<file path="config.mk">
export PLATFORM = sky130hd
export DESIGN_NAME = planes_cache_ctrl_flat
export DESIGN_NICKNAME = d
export VERILOG_FILES = /design/src/rtl/planes_cache_ctrl_pkg.sv /design/src/rtl/planes_cache_ctrl_if.sv /design/src/rtl/planes_cache_ctrl_bcm_plane_timer.sv /design/src/rtl/planes_cache_ctrl.sv /design/src/flat_wrapper.sv
export SDC_FILE = /design/constraint.sdc
export NUM_CORES = 1
export LEC_CHECK = 0
export ABC_AREA = 1
export CORE_ASPECT_RATIO = 0.9
export CORE_MARGIN = 2
export CORE_UTILIZATION = 28
export DETAILED_ROUTE_END_ITERATION = 10
export SYNTH_ARGS = -nofsm -noshare
export SYNTH_HDL_FRONTEND = slang
export SYNTH_SLANG_ARGS = --single-unit
export TNS_END_PERCENT = 20
</file>
<file path="constraint.sdc">
create_clock -name clk -period 2 [get_ports clk]
set_clock_uncertainty 0.2 [all_clocks]
set_input_delay 0.2 -clock clk [delete_from_list [all_inputs] [get_ports clk]]
set_output_delay 0.2 -clock clk [all_outputs]
set_load 0.02 [all_outputs]
</file>
<file path="src/rtl/planes_cache_ctrl_pkg.sv">
// Shared types and field helpers for the HUB75 scan sequencer.
// Address layout is {half, row, plane}, half bit in the MSB.
package planes_ctrl_pkg;

    typedef enum logic [2:0] {
        IDLE,
        REQ0,
        REQ1,
        SHIFT,
        LATCH,
        DISPLAY
    } state_t;

    function automatic int plane_lsb();
        return 0;
    endfunction

    function automatic int row_lsb(input int plane_bits);
        return plane_bits;
    endfunction

    function automatic int half_bit(input int row_bits, input int plane_bits);
        return row_bits + plane_bits;
    endfunction

    function automatic int addr_w(input int row_bits, input int plane_bits);
        return 1 + row_bits + plane_bits;
    endfunction

    // Down-counter width able to hold (BASE_TICKS<<(PLANES-1))-1.
    function automatic int disp_cnt_w(input int base_ticks, input int planes);
        int w;
        w = $clog2(base_ticks << (planes - 1));
        return (w < 1) ? 1 : w;
    endfunction

endpackage

</file>
<file path="src/rtl/planes_cache_ctrl_if.sv">
// Frame-memory read channel: request/address out, ack back.
// Row-plane data travels straight to the planes cache.
interface planes_cache_ctrl_if #(
    parameter int ADDR_W = 9
);
    logic              out_MEM_REQ;
    logic [ADDR_W-1:0] out_MEM_ADDR;
    logic              in_MEM_ACK;

    modport master (
        output out_MEM_REQ,
        output out_MEM_ADDR,
        input  in_MEM_ACK
    );

    modport slave (
        input  out_MEM_REQ,
        input  out_MEM_ADDR,
        output in_MEM_ACK
    );
endinterface

</file>
<file path="src/rtl/planes_cache_ctrl_bcm_plane_timer.sv">
// Loadable down-counter timing one BCM display window.
// done_o is high in the last cycle of a BASE_TICKS<<plane window.
import planes_ctrl_pkg::*;

module bcm_plane_timer #(
    parameter int BASE_TICKS = 4,
    parameter int PLANES     = 8,
    parameter int PLANE_BITS = 3
) (
    input  logic                  clk,
    input  logic                  rst,
    input  logic                  start_i,
    input  logic [PLANE_BITS-1:0] plane_i,
    output logic                  done_o
);
    localparam int W = disp_cnt_w(BASE_TICKS, PLANES);

    logic [W-1:0] cnt_q;
    logic [W-1:0] cnt_d;
    logic [W:0]   len;

    // Load window length minus one on start, then count to zero.
    always_comb begin
        len   = (W+1)'(BASE_TICKS) << plane_i;
        cnt_d = cnt_q;
        if (start_i) begin
            cnt_d = W'(len - (W+1)'(1));
        end else if (cnt_q != '0) begin
            cnt_d = cnt_q - W'(1);
        end
    end

    // Counter register.
    always_ff @(posedge clk) begin
        if (rst) begin
            cnt_q <= '0;
        end else begin
            cnt_q <= cnt_d;
        end
    end

    assign done_o = (cnt_q == '0);

endmodule

</file>
<file path="src/rtl/planes_cache_ctrl.sv">
// HUB75 scan sequencer: fetch row planes, shift, latch, BCM display.
// Rows advance outermost, bit-planes innermost.
import planes_ctrl_pkg::*;

module planes_cache_ctrl #(
    parameter int COLS       = 64,
    parameter int ROW_BITS   = 5,
    parameter int PLANES     = 8,
    parameter int BASE_TICKS = 4,
    parameter int PLANE_BITS = 3
) (
    input  logic                clk,
    input  logic                rst,
    input  logic                in_EN,
    planes_cache_ctrl_if.master mem,
    output logic                out_LOAD0,
    output logic                out_LOAD1,
    output logic                out_SHIFT,
    output logic                out_PCLK,
    output logic                out_LAT,
    output logic                out_OE_N,
    output logic [ROW_BITS-1:0] out_ROW,
    output logic                out_FRAME_DONE
);
    localparam int PIX_W = (COLS > 1) ? $clog2(COLS) : 1;

    state_t                state_q;
    logic [ROW_BITS-1:0]   row_q;
    logic [PLANE_BITS-1:0] plane_q;
    logic [PIX_W-1:0]      pix_q;
    logic                  half_q;
    logic                  req_q;
    logic                  pclk_q;
    logic                  shift_q;
    logic                  lat_q;
    logic                  oe_n_q;
    logic [ROW_BITS-1:0]   row_out_q;
    logic                  done_q;
    logic                  disp_done;

    bcm_plane_timer #(
        .BASE_TICKS (BASE_TICKS),
        .PLANES     (PLANES),
        .PLANE_BITS (PLANE_BITS)
    ) u_timer (
        .clk     (clk),
        .rst     (rst),
        .start_i (state_q == LATCH),
        .plane_i (plane_q),
        .done_o  (disp_done)
    );

    // Scan FSM; every panel strobe is registered alongside the state.
    always_ff @(posedge clk) begin
        if (rst) begin
            state_q   <= IDLE;
            row_q     <= '0;
            plane_q   <= '0;
            pix_q     <= '0;
            half_q    <= 1'b0;
            req_q     <= 1'b0;
            pclk_q    <= 1'b0;
            shift_q   <= 1'b0;
            lat_q     <= 1'b0;
            oe_n_q    <= 1'b1;
            row_out_q <= '0;
            done_q    <= 1'b0;
        end else begin
            done_q <= 1'b0;
            case (state_q)
                IDLE: begin
                    if (in_EN) begin
                        state_q <= REQ0;
                        req_q   <= 1'b1;
                        half_q  <= 1'b0;
                    end
                end
                REQ0: begin
                    if (mem.in_MEM_ACK) begin
                        state_q <= REQ1;
                        half_q  <= 1'b1;
                    end
                end
                REQ1: begin
                    if (mem.in_MEM_ACK) begin
                        state_q <= SHIFT;
                        req_q   <= 1'b0;
                        half_q  <= 1'b0;
                        pix_q   <= '0;
                        pclk_q  <= 1'b0;
                        shift_q <= 1'b0;
                    end
                end
                SHIFT: begin
                    if (!pclk_q) begin
                        pclk_q  <= 1'b1;
                        shift_q <= 1'b1;
                    end else begin
                        pclk_q  <= 1'b0;
                        shift_q <= 1'b0;
                        if (pix_q == PIX_W'(COLS - 1)) begin
                            state_q <= LATCH;
                            lat_q   <= 1'b1;
                        end else begin
                            pix_q <= pix_q + PIX_W'(1);
                        end
                    end
                end
                LATCH: begin
                    state_q   <= DISPLAY;
                    lat_q     <= 1'b0;
                    oe_n_q    <= 1'b0;
                    row_out_q <= row_q;
                end
                DISPLAY: begin
                    if (disp_done) begin
                        oe_n_q <= 1'b1;
                        if (plane_q != PLANE_BITS'(PLANES - 1)) begin
                            plane_q <= plane_q + PLANE_BITS'(1);
                            state_q <= REQ0;
                            req_q   <= 1'b1;
                        end else begin
                            plane_q <= '0;
                            row_q   <= row_q + ROW_BITS'(1);
                            if ((&row_q) && !in_EN) begin
                                state_q <= IDLE;
                            end else begin
                                state_q <= REQ0;
                                req_q   <= 1'b1;
                            end
                            if (&row_q) begin
                                done_q <= 1'b1;
                            end
                        end
                    end
                end
                default: begin
                    state_q <= IDLE;
                end
            endcase
        end
    end

    assign mem.out_MEM_REQ  = req_q;
    assign mem.out_MEM_ADDR = {half_q, row_q, plane_q};

    // Loads follow the ack combinationally so the cache captures on that edge.
    assign out_LOAD0 = (state_q == REQ0) && mem.in_MEM_ACK;
    assign out_LOAD1 = (state_q == REQ1) && mem.in_MEM_ACK;

    assign out_SHIFT      = shift_q;
    assign out_PCLK       = pclk_q;
    assign out_LAT        = lat_q;
    assign out_OE_N       = oe_n_q;
    assign out_ROW        = row_out_q;
    assign out_FRAME_DONE = done_q;

endmodule

</file>
<file path="src/flat_wrapper.sv">
// flat-port wrapper written by rule: the top's interface ports become plain ports
module planes_cache_ctrl_flat 
#(
    parameter int COLS       = 64,
    parameter int ROW_BITS   = 5,
    parameter int PLANES     = 8,
    parameter int BASE_TICKS = 4,
    parameter int PLANE_BITS = 3
)
  (clk, rst, in_EN, out_LOAD0, out_LOAD1, out_SHIFT, out_PCLK, out_LAT, out_OE_N, out_ROW, out_FRAME_DONE, mem_out_MEM_REQ, mem_out_MEM_ADDR, mem_in_MEM_ACK);
  planes_cache_ctrl_if #(.ADDR_W((1 + ROW_BITS + PLANE_BITS))) mem_i ();
  input  logic clk;
  input  logic rst;
  input  logic in_EN;
  output logic out_LOAD0;
  output logic out_LOAD1;
  output logic out_SHIFT;
  output logic out_PCLK;
  output logic out_LAT;
  output logic out_OE_N;
  output logic [ROW_BITS-1:0] out_ROW;
  output logic out_FRAME_DONE;
  output wire logic [$bits(mem_i.out_MEM_REQ)-1:0] mem_out_MEM_REQ;
  output wire logic [$bits(mem_i.out_MEM_ADDR)-1:0] mem_out_MEM_ADDR;
  input wire logic [$bits(mem_i.in_MEM_ACK)-1:0] mem_in_MEM_ACK;
  assign mem_out_MEM_REQ = mem_i.out_MEM_REQ;
  assign mem_out_MEM_ADDR = mem_i.out_MEM_ADDR;
  assign mem_i.in_MEM_ACK = mem_in_MEM_ACK;
  planes_cache_ctrl #(.COLS(COLS), .ROW_BITS(ROW_BITS), .PLANES(PLANES), .BASE_TICKS(BASE_TICKS), .PLANE_BITS(PLANE_BITS)) u_core (.clk(clk), .rst(rst), .in_EN(in_EN), .mem(mem_i), .out_LOAD0(out_LOAD0), .out_LOAD1(out_LOAD1), .out_SHIFT(out_SHIFT), .out_PCLK(out_PCLK), .out_LAT(out_LAT), .out_OE_N(out_OE_N), .out_ROW(out_ROW), .out_FRAME_DONE(out_FRAME_DONE));
endmodule
</file>
==> summary.txt, run 1 <==
Final layout
  • FILL cells: about 770
  • Fin nets: between 300 and 400
  • Area of the multi-input gates: around 0.0012 mm2
  • Sequential Area: between 700 and 800 um2
  • Fin cells: 430
  • Layout cell share with drive strength beyond 1: about 12%
  • Inserted Diodes: 0
  • Synth-to-Final Area Change: 22.9%

Critical path
  • Required time worst endpoint: roughly 2.0 ns
  • CP endpoint kind: flop
  • Cells along the critical path: buf_4, inv_1, nor2_2, o21ai_0, nand3_1, nand2_1, a21oi_1
  • WS Path Type: reg2reg
  • Slowest CP cell: dfxtp_1
  • CP max FO: 6
  • CP Launch Type: flop
  • Slowest stage delay, CP: just over 0.4 ns
  • Worst EP arrival: about 1.9 ns

Timing
  • Worst slew pin tran: 0.443 ns
  • Fmax: roughly 540 MHz
  • Final Slew Violations: 0
  • Fin Setup TNS: 0 ns
  • # setup viols final: 0
  • Period utilisation layout: approximately 92%
  • Slew headroom: between 70 and 80%
  • Final Critical Period: between 1.5 and 2 ns
  • Min Hold Slack: 0.265 ns
  • Hold Vio Cnt, Final: 0
  • RSZ-0062 raised after global routing: yes

CTS
  • Post-CTS Setup Inserts: 0
  • CTS tree: yes
  • CTS buffer count: 5
  • Root buf cell: clkbuf_8
  • H-tree depth: 2
  • Clock latency on the worst-skew pair: about 0.29 ns
  • Clock slew at reported path FFs: about 0.07 ns
  • Deepest clock path buffer count: 2
  • Sinks on Clock Net: 37

Yosys
  • Top post-synthesis cells by area: dfxtp_1, nand2_1, a21oi_1
  • Post-synthesis sequential area ratio: between 30% and 40%
  • Yosys top cell by area: dfxtp_1
  • Post-Syn Nets: about 320
  • Yosys warnings: 0
  • Main synth FF type: dfxtp_1
  • Ys async rst share: 0%
  • Number of synthesized flops with an enable pin: 0
  • Yosys cell types: 28
  • Synthesized area: between 0.002 and 0.0025 mm2
  • Synth Area per Inst: between 6 and 7 um2
  • Syn Inst Count: around 300
  • Yosys reg bits: 37
  • Top-area cell type share of the netlist area: 35.2%

GRT
  • Initial antenna violation count: 0
  • First-pass GRT wire length: 8.40 mm
  • Number of global-route vias before repair: around 1800
  • GRT Resource Usage Total: between 10% and 20%
  • Largest net degree at the start of global routing: 14
  • Grt ovf: 0

Detailed routing
  • Final antenna-violating net count: 0
  • DRT iter0 DRCs: slightly below 90
  • Initial DRT Pass Iterations: 4
  • DR vias: 1949
  • DRC Markers: 0
  • Drt total wl: ~4.9 mm
  • Wire length per cell: around 11 um
  • Via density: 4.53

Placed design
  • HPWL after detailed placement: between 3 and 4 mm
  • Placed cell count: roughly 420
  • Port buffer count: 25
  • Gpl congestion: 0.803

Power and ir drop
  • Clock network fraction of design power: approximately a fifth
  • Comb power frac: roughly 45%
  • Reg power frac: 35.6%
  • Int Pwr: 1.57 mW
  • Switching share of power: between 40% and 50%
  • Total power: about 2.7 mW
  • Power per cell area: 1030 mW/mm2
  • Peak VDD IR: around 0.43 mV
  • Switch Pwr: about 1.1 mW
  • Leak pwr: 1.06 nW

Floorplan
  • Die area: just over 0.008 mm2
  • Initial Util: around 29%
  • Die width: approximately 95 um
  • I/O pin count: 26
  • Row count: 29
  • Total core area: between 0.007 and 0.008 mm2
  • Die Height: 86.2 um

Job
  • MaxCap Viol Count: 0

Status
  • Outcome: finished clean

Worst hold path
  • Hold Path Class: reg2reg
-- power groups by stage --
stage               logic (mW)  clock network, mW  registers (mW)
floorplan                0.862                  0           0.974
global placement          1.15                  0           0.958
detailed placement        1.17                  0           0.959
CTS                       1.17              0.539           0.943
global route              1.34              0.567           0.962
finish                    1.18              0.528           0.944
-- final timing paths --
check | startpoint | to | slack, ns | depth (start not counted)
worst min register to register | u_core.out_LAT$_SDFFE_PP0P_ | u_core.out_LAT$_SDFFE_PP0P_ | 0.27 | 2
worst max-delay path | u_core.state_q[0]$_SDFFE_PP0P_ | u_core.state_q[1]$_SDFFE_PP0P_ | 0.16 | 7
worst min-delay path | u_core.out_LAT$_SDFFE_PP0P_ | u_core.out_LAT$_SDFFE_PP0P_ | 0.27 | 2
worst max register to register | u_core.state_q[0]$_SDFFE_PP0P_ | u_core.state_q[1]$_SDFFE_PP0P_ | 0.16 | 7
-- cell type report --
| type | count | share of cell area, % |
|---|---|---|
| multi-input combinational | 219 | 45.0 |
| sequential | 37 | 28.7 |
| timing repair buffer | 37 | 13.1 |
| inverter | 37 | 5.37 |
| tap | 93 | 4.50 |
| clock buffer | 7 | 3.34 |
-- critical path: cells and delay by family, from the launching register on --
family	cells	cell delay, ns
compound gates	2	0.39
flops	1	0.41
simple gates	3	0.50
buf+inv	2	0.27
-- synthesized netlist by cell type (2+ instances only) --
master / n
nand2_1: 61
dfxtp_1: 37
nor2_1: 37
inv_1: 36
a21oi_1: 29
nand3_1: 18
o21ai_0: 16
ha_1: 10
nand2_2: 7
nand4_1: 6
nor2_4: 5
nor3_1: 5
o21ai_1: 5
clkbuf_1: 4
xor2_1: 4
buf_2: 3
nand2_4: 3
nor2_2: 3
a211oi_1: 2
buf_4: 2
buf_6: 2
nor4_1: 2
or2_2: 2
-- through the flow --
step | worst slack (ns) | util [%] | cell area, um2
6_report | 0.155 | 36.2 | 2580
5_1_grt | -0.0165 | 36.2 | 2580
4_1_cts | 0.125 | 36.0 | 2580
3_5_place_dp | 0.105 | 34.9 | 2490
3_3_place_gp | 0.131 | 34.9 | 2490
2_1_floorplan | 0.0872 | - | 2100
-- placed cells by master, fill, tap and decap left out, types with 2 or more instances in the layout --
cell type and instances:
nand3_1 18, nand2_4 3, o21ai_1 5, inv_1 36, dfxtp_1 37, nor2_4 5, nand4_1 6, a211oi_1 2
clkbuf_8 6, ha_1 10, nor3_1 5, or2_2 2, nand2_2 7, nor2_2 4, buf_4 12, nand2_1 61
nor4_1 2, xor2_1 4, o21ai_0 16, a21oi_1 29, clkdlybuf4s50_1 23, nor2_1 36
-- metal layers --
metal / vias to the layer above / part of all wire (%) / global-route usage (%) / wire length (um)
met2: 41 / 42 / 19.1 / 2080
met5: - / 0 / 0 / 0
met3: 8 / 3.5 / 2.70 / 173
met1: 853 / 52 / 18.9 / 2560
li1: 1047 / - / - / -
met4: 0 / 1.6 / 3.69 / 78
-- cells by family after synthesis --
logic type / Yosys count / share of synthesized area [%]
adder cells (fa/ha/maj): 10 / 5.95
XOR/XNOR: 4 / 1.67
AO/OA/AOI/OAI: 55 / 13.7
AND/OR/NAND/NOR: 150 / 33.7
buffers and inverters: 48 / 9.81
flip-flops: 37 / 35.2
-- registers in the layout (all words and copies together), names as in the netlist --
name and count:
u_core.out_ROW 5, u_core.pix_q 6, u_core.out_OE_N 1, u_core.u_timer.cnt_q 9
u_core.half_q 1, u_core.out_PCLK 1, u_core.mem.out_MEM_REQ 1, u_core.plane_q 3
u_core.out_LAT 1, u_core.row_q 5, u_core.out_FRAME_DONE 1, u_core.state_q 3
-- timing repair --
item                       in CTS  in global routing
pin swaps                       0                  0
setup endpoints to repair       2                  7
hold endpoints to repair        0                  0
gates resized for setup         2                  3
hold buffers                    0                  0
(Power assumes the default switching activity.)
==> run 2, diff against run 1 <==
==> constraint.sdc (replaced) <==
create_clock -name clk -period 2.2 [get_ports clk]
set_clock_uncertainty 0.2 [all_clocks]
set_input_delay 0.22 -clock clk [delete_from_list [all_inputs] [get_ports clk]]
set_output_delay 0.22 -clock clk [all_outputs]
set_load 0.02 [all_outputs]
==> run 2 against run 1 <==
Net effect:
- critical path depth fell by 2
- clock-buffer cell count did not move
- critical endpoint is now out_LOAD1
- flip-flop and latch count did not move
- sequential power fell by 7.3%
- largest power group unchanged
- via count fell by 2.4%
==> summary.txt, run 2 (synthesis results as in run 1) <==
Floorplan
  • Row count: 29 (unchanged)
  • I/O pin count: 26 (unchanged)
  • Die width: 95.4 um (unchanged)
  • Die area: 0.00822 mm2 (unchanged)
  • Initial Util: 29.4% (unchanged)
  • Total core area: 0.00715 mm2 (unchanged)
  • Die Height: 86.2 um (unchanged)

Timing
  • Final Slew Violations: 0 (unchanged)
  • Fin Setup TNS: 0 ns (unchanged)
  • Hold Vio Cnt, Final: 0 (unchanged)
  • Period utilisation layout: between 90% and 100%
  • Final setup margin: 0.202 ns (+0.0465 ns)
  • Final Critical Period: about 2 ns
  • Worst slew pin tran: 0.491 ns (+0.0480 ns)
  • Fmax: 500 MHz
  • Slew headroom: 66.9% (-3.2 points)
  • RSZ-0062 raised after global routing: no
  • # setup viols final: 0 (unchanged)
  • Min Hold Slack: 0.259 ns (-0.00629 ns)

Final layout
  • Final Core Density: 35.5% (-0.68 points)
  • Biggest register: u_core.u_timer.cnt_q
  • Commonest non-fill, non-tap cell in the layout: nand2_1
  • Synth-to-Final Area Change: 20.6%
  • FILL cells: 772 (+0.39%)
  • Fin cells: 424 (-1.4%)
  • Layout cell share with drive strength beyond 1: 10.6% (-1.9 points)
  • Fin nets: 345 (-1.7%)
  • Largest regs: u_core.u_timer.cnt_q x9, u_core.pix_q x6
  • Inserted Diodes: 0 (unchanged)
  • Max reg flops: 9 (unchanged)
  • Most frequent cells in the layout: nand2_1, nor2_1, inv_1, dfxtp_1, a21oi_1

Critical path
  • Worst EP arrival: 1.58 ns (-0.27 ns)
  • Register-to-Register Path Depth: 7 (unchanged)
  • CP endpoint: out_LOAD1
  • WS Path Type: reg2out
  • Required time worst endpoint: 1.78 ns (-0.23 ns)
  • WP depth: 5 (-2)
  • Number of buffers and inverters on the critical path: 2 (unchanged)
  • CP endpoint kind: output port
  • CP dominant cell by count: nor2_1
  • Worst R2R End: u_core.mem.out_MEM_REQ$_SDFFE_PP0P_
  • Launch point of the critical path: u_core.state_q[1]$_SDFFE_PP0P_
  • Worst R2R Start: u_core.plane_q[0]$_SDFFE_PP0N_
  • Slowest stage delay, CP: 0.46 ns (+0.05 ns)
  • Worst reg2reg setup slack: 0.24 ns (+0.08 ns)
  • Top cell family by delay on the critical path: flip-flops
  • CP Launch Type: flop
  • Cells along the critical path: nand2_1, nor2_1, inv_1, nor2_1, dlygate4sd2_1
  • Slowest CP cell: dfxtp_1
  • CP max FO: 6 (unchanged)

GRT
  • First-pass GRT wire length: 8.00 mm (-4.7%)
  • Largest net degree at the start of global routing: 16 (+2)
  • Grt ovf: 0 (unchanged)
  • GRT Resource Usage Total: 12.3% (-0.62 points)
  • Initial antenna violation count: 0 (unchanged)
  • Met1 global-route usage: 18.1% (-0.86 points)
  • Met2 GRT Util: 18.3% (-0.83 points)
  • Number of global-route vias before repair: 1750 (-4.1%)
  • Global Route met3 Usage: 2.61% (-0.087 points)
  • Gr busiest metal: met2

Detailed routing
  • Via density: 4.49 (-0.98%)
  • Final antenna-violating net count: 0 (unchanged)
  • DRC Markers: 0 (unchanged)
  • DR vias: 1903 (-2.4%)
  • Drt total wl: 4.77 mm (-2.6%)
  • Initial DRT Pass Iterations: 4 (unchanged)
  • DRT iter0 DRCs: 95 (+9.2%)
  • Wire length per cell: 11.2 um (-1.2%)

Power and ir drop
  • Int Pwr: 1.40 mW (-11%)
  • Clock network fraction of design power: 20.5% (+0.6 points)
  • Reg power frac: 37.2% (+1.6 points)
  • Switching share of power: 40.5% (-0.16 points)
  • Comb power frac: 42.3% (-2.2 points)
  • Switch Pwr: 0.955 mW (-12%)
  • Leak pwr: 1.05 nW (-1.2%)
  • Peak VDD IR: 0.381 mV (-12%)
  • Power per cell area: 929 mW/mm2 (-9.5%)

CTS
  • H-tree depth: 2 (unchanged)
  • Root buf cell: clkbuf_8
  • Sinks on Clock Net: 37 (unchanged)
  • Clock latency on the worst-skew pair: 0.29 ns (about the same)
  • CTS tree: yes
  • CTS buffer count: 5 (unchanged)
  • Clock slew at reported path FFs: 0.07 ns (about the same)
  • Post-CTS Setup Inserts: 0 (unchanged)
  • Deepest clock path buffer count: 2 (unchanged)

Placed design
  • Placed cell count: 417 (-1.4%)
  • Gpl congestion: 0.808 (+0.52%)
  • Port buffer count: 25 (unchanged)
  • Setup slack at placement: 0.219 ns (+0.114 ns)
  • HPWL after detailed placement: 3.53 mm (-5.9%)

Worst hold path
  • Hold Path Class: reg2reg

Job
  • MaxCap Viol Count: 0 (unchanged)

Status
  • Outcome: finished clean
-- run 2: worst min path at each step --
stage / to / start / depth (start not counted)
2_1_floorplan: u_core.pix_q[1]$_SDFFE_PP0P_ / u_core.pix_q[1]$_SDFFE_PP0P_ / 2
5_1_grt: u_core.mem.out_MEM_REQ$_SDFFE_PP0P_ / u_core.mem.out_MEM_REQ$_SDFFE_PP0P_ / 2
4_1_cts: u_core.mem.out_MEM_REQ$_SDFFE_PP0P_ / u_core.mem.out_MEM_REQ$_SDFFE_PP0P_ / 2
3_3_place_gp: u_core.out_LAT$_SDFFE_PP0P_ / u_core.out_LAT$_SDFFE_PP0P_ / 2
6_report: u_core.mem.out_MEM_REQ$_SDFFE_PP0P_ / u_core.mem.out_MEM_REQ$_SDFFE_PP0P_ / 2
3_5_place_dp: u_core.mem.out_MEM_REQ$_SDFFE_PP0P_ / u_core.mem.out_MEM_REQ$_SDFFE_PP0P_ / 2
-- run 2: power by group through the flow --
| stage | Clock, mW | Combinational [mW] | Sequential, mW |
|---|---|---|---|
| floorplan | 0 | 0.784 | 0.885 |
| global placement | 0 | 0.996 | 0.886 |
| detailed placement | 0 | 1.00 | 0.887 |
| CTS | 0.503 | 1.00 | 0.875 |
| global route | 0.526 | 1.15 | 0.892 |
| finish | 0.483 | 0.997 | 0.875 |
-- run 2: metal layers --
metal / share of wire (%) / wire length [um]
met5: 0 / 0
met4: 1.0 / 48
met3: 4.0 / 191
met2: 42 / 1980
met1: 53 / 2540
-- run 2: stage by stage --
stage	power, mW	instance area (um2)
after global placement	1.88	2450
after detailed placement	1.89	2450
final	2.36	2540
after CTS	2.38	2530
after global routing	2.56	2540
after floorplan	1.67	2100
-- run 2: repair_timing --
action,in CTS,in global routing
hold buffers,0,0
cloned,0,0
endpoints found under the setup margin,2,1
gates resized for setup,2,1
-- run 2: layout make-up --
class	instances	area, um2	area share [%]
Clock buffer	7	86.3	3.40
Inverter	37	139	5.48
Multi-Input combinational cell	219	1160	45.6
Sequential cell	37	742	29.3
Tap cell	93	116	4.59
Timing Repair Buffer	31	297	11.7
-- run 2: worst reg2reg max path: stages, from the launching register on --
cell and delay, ns:
dfxtp_1 0.39, ha_1 0.20, ha_1 0.22, inv_1 0.15, o31ai_1 0.37, o21ai_0 0.15
nand3_1 0.11, a21oi_1 0.07
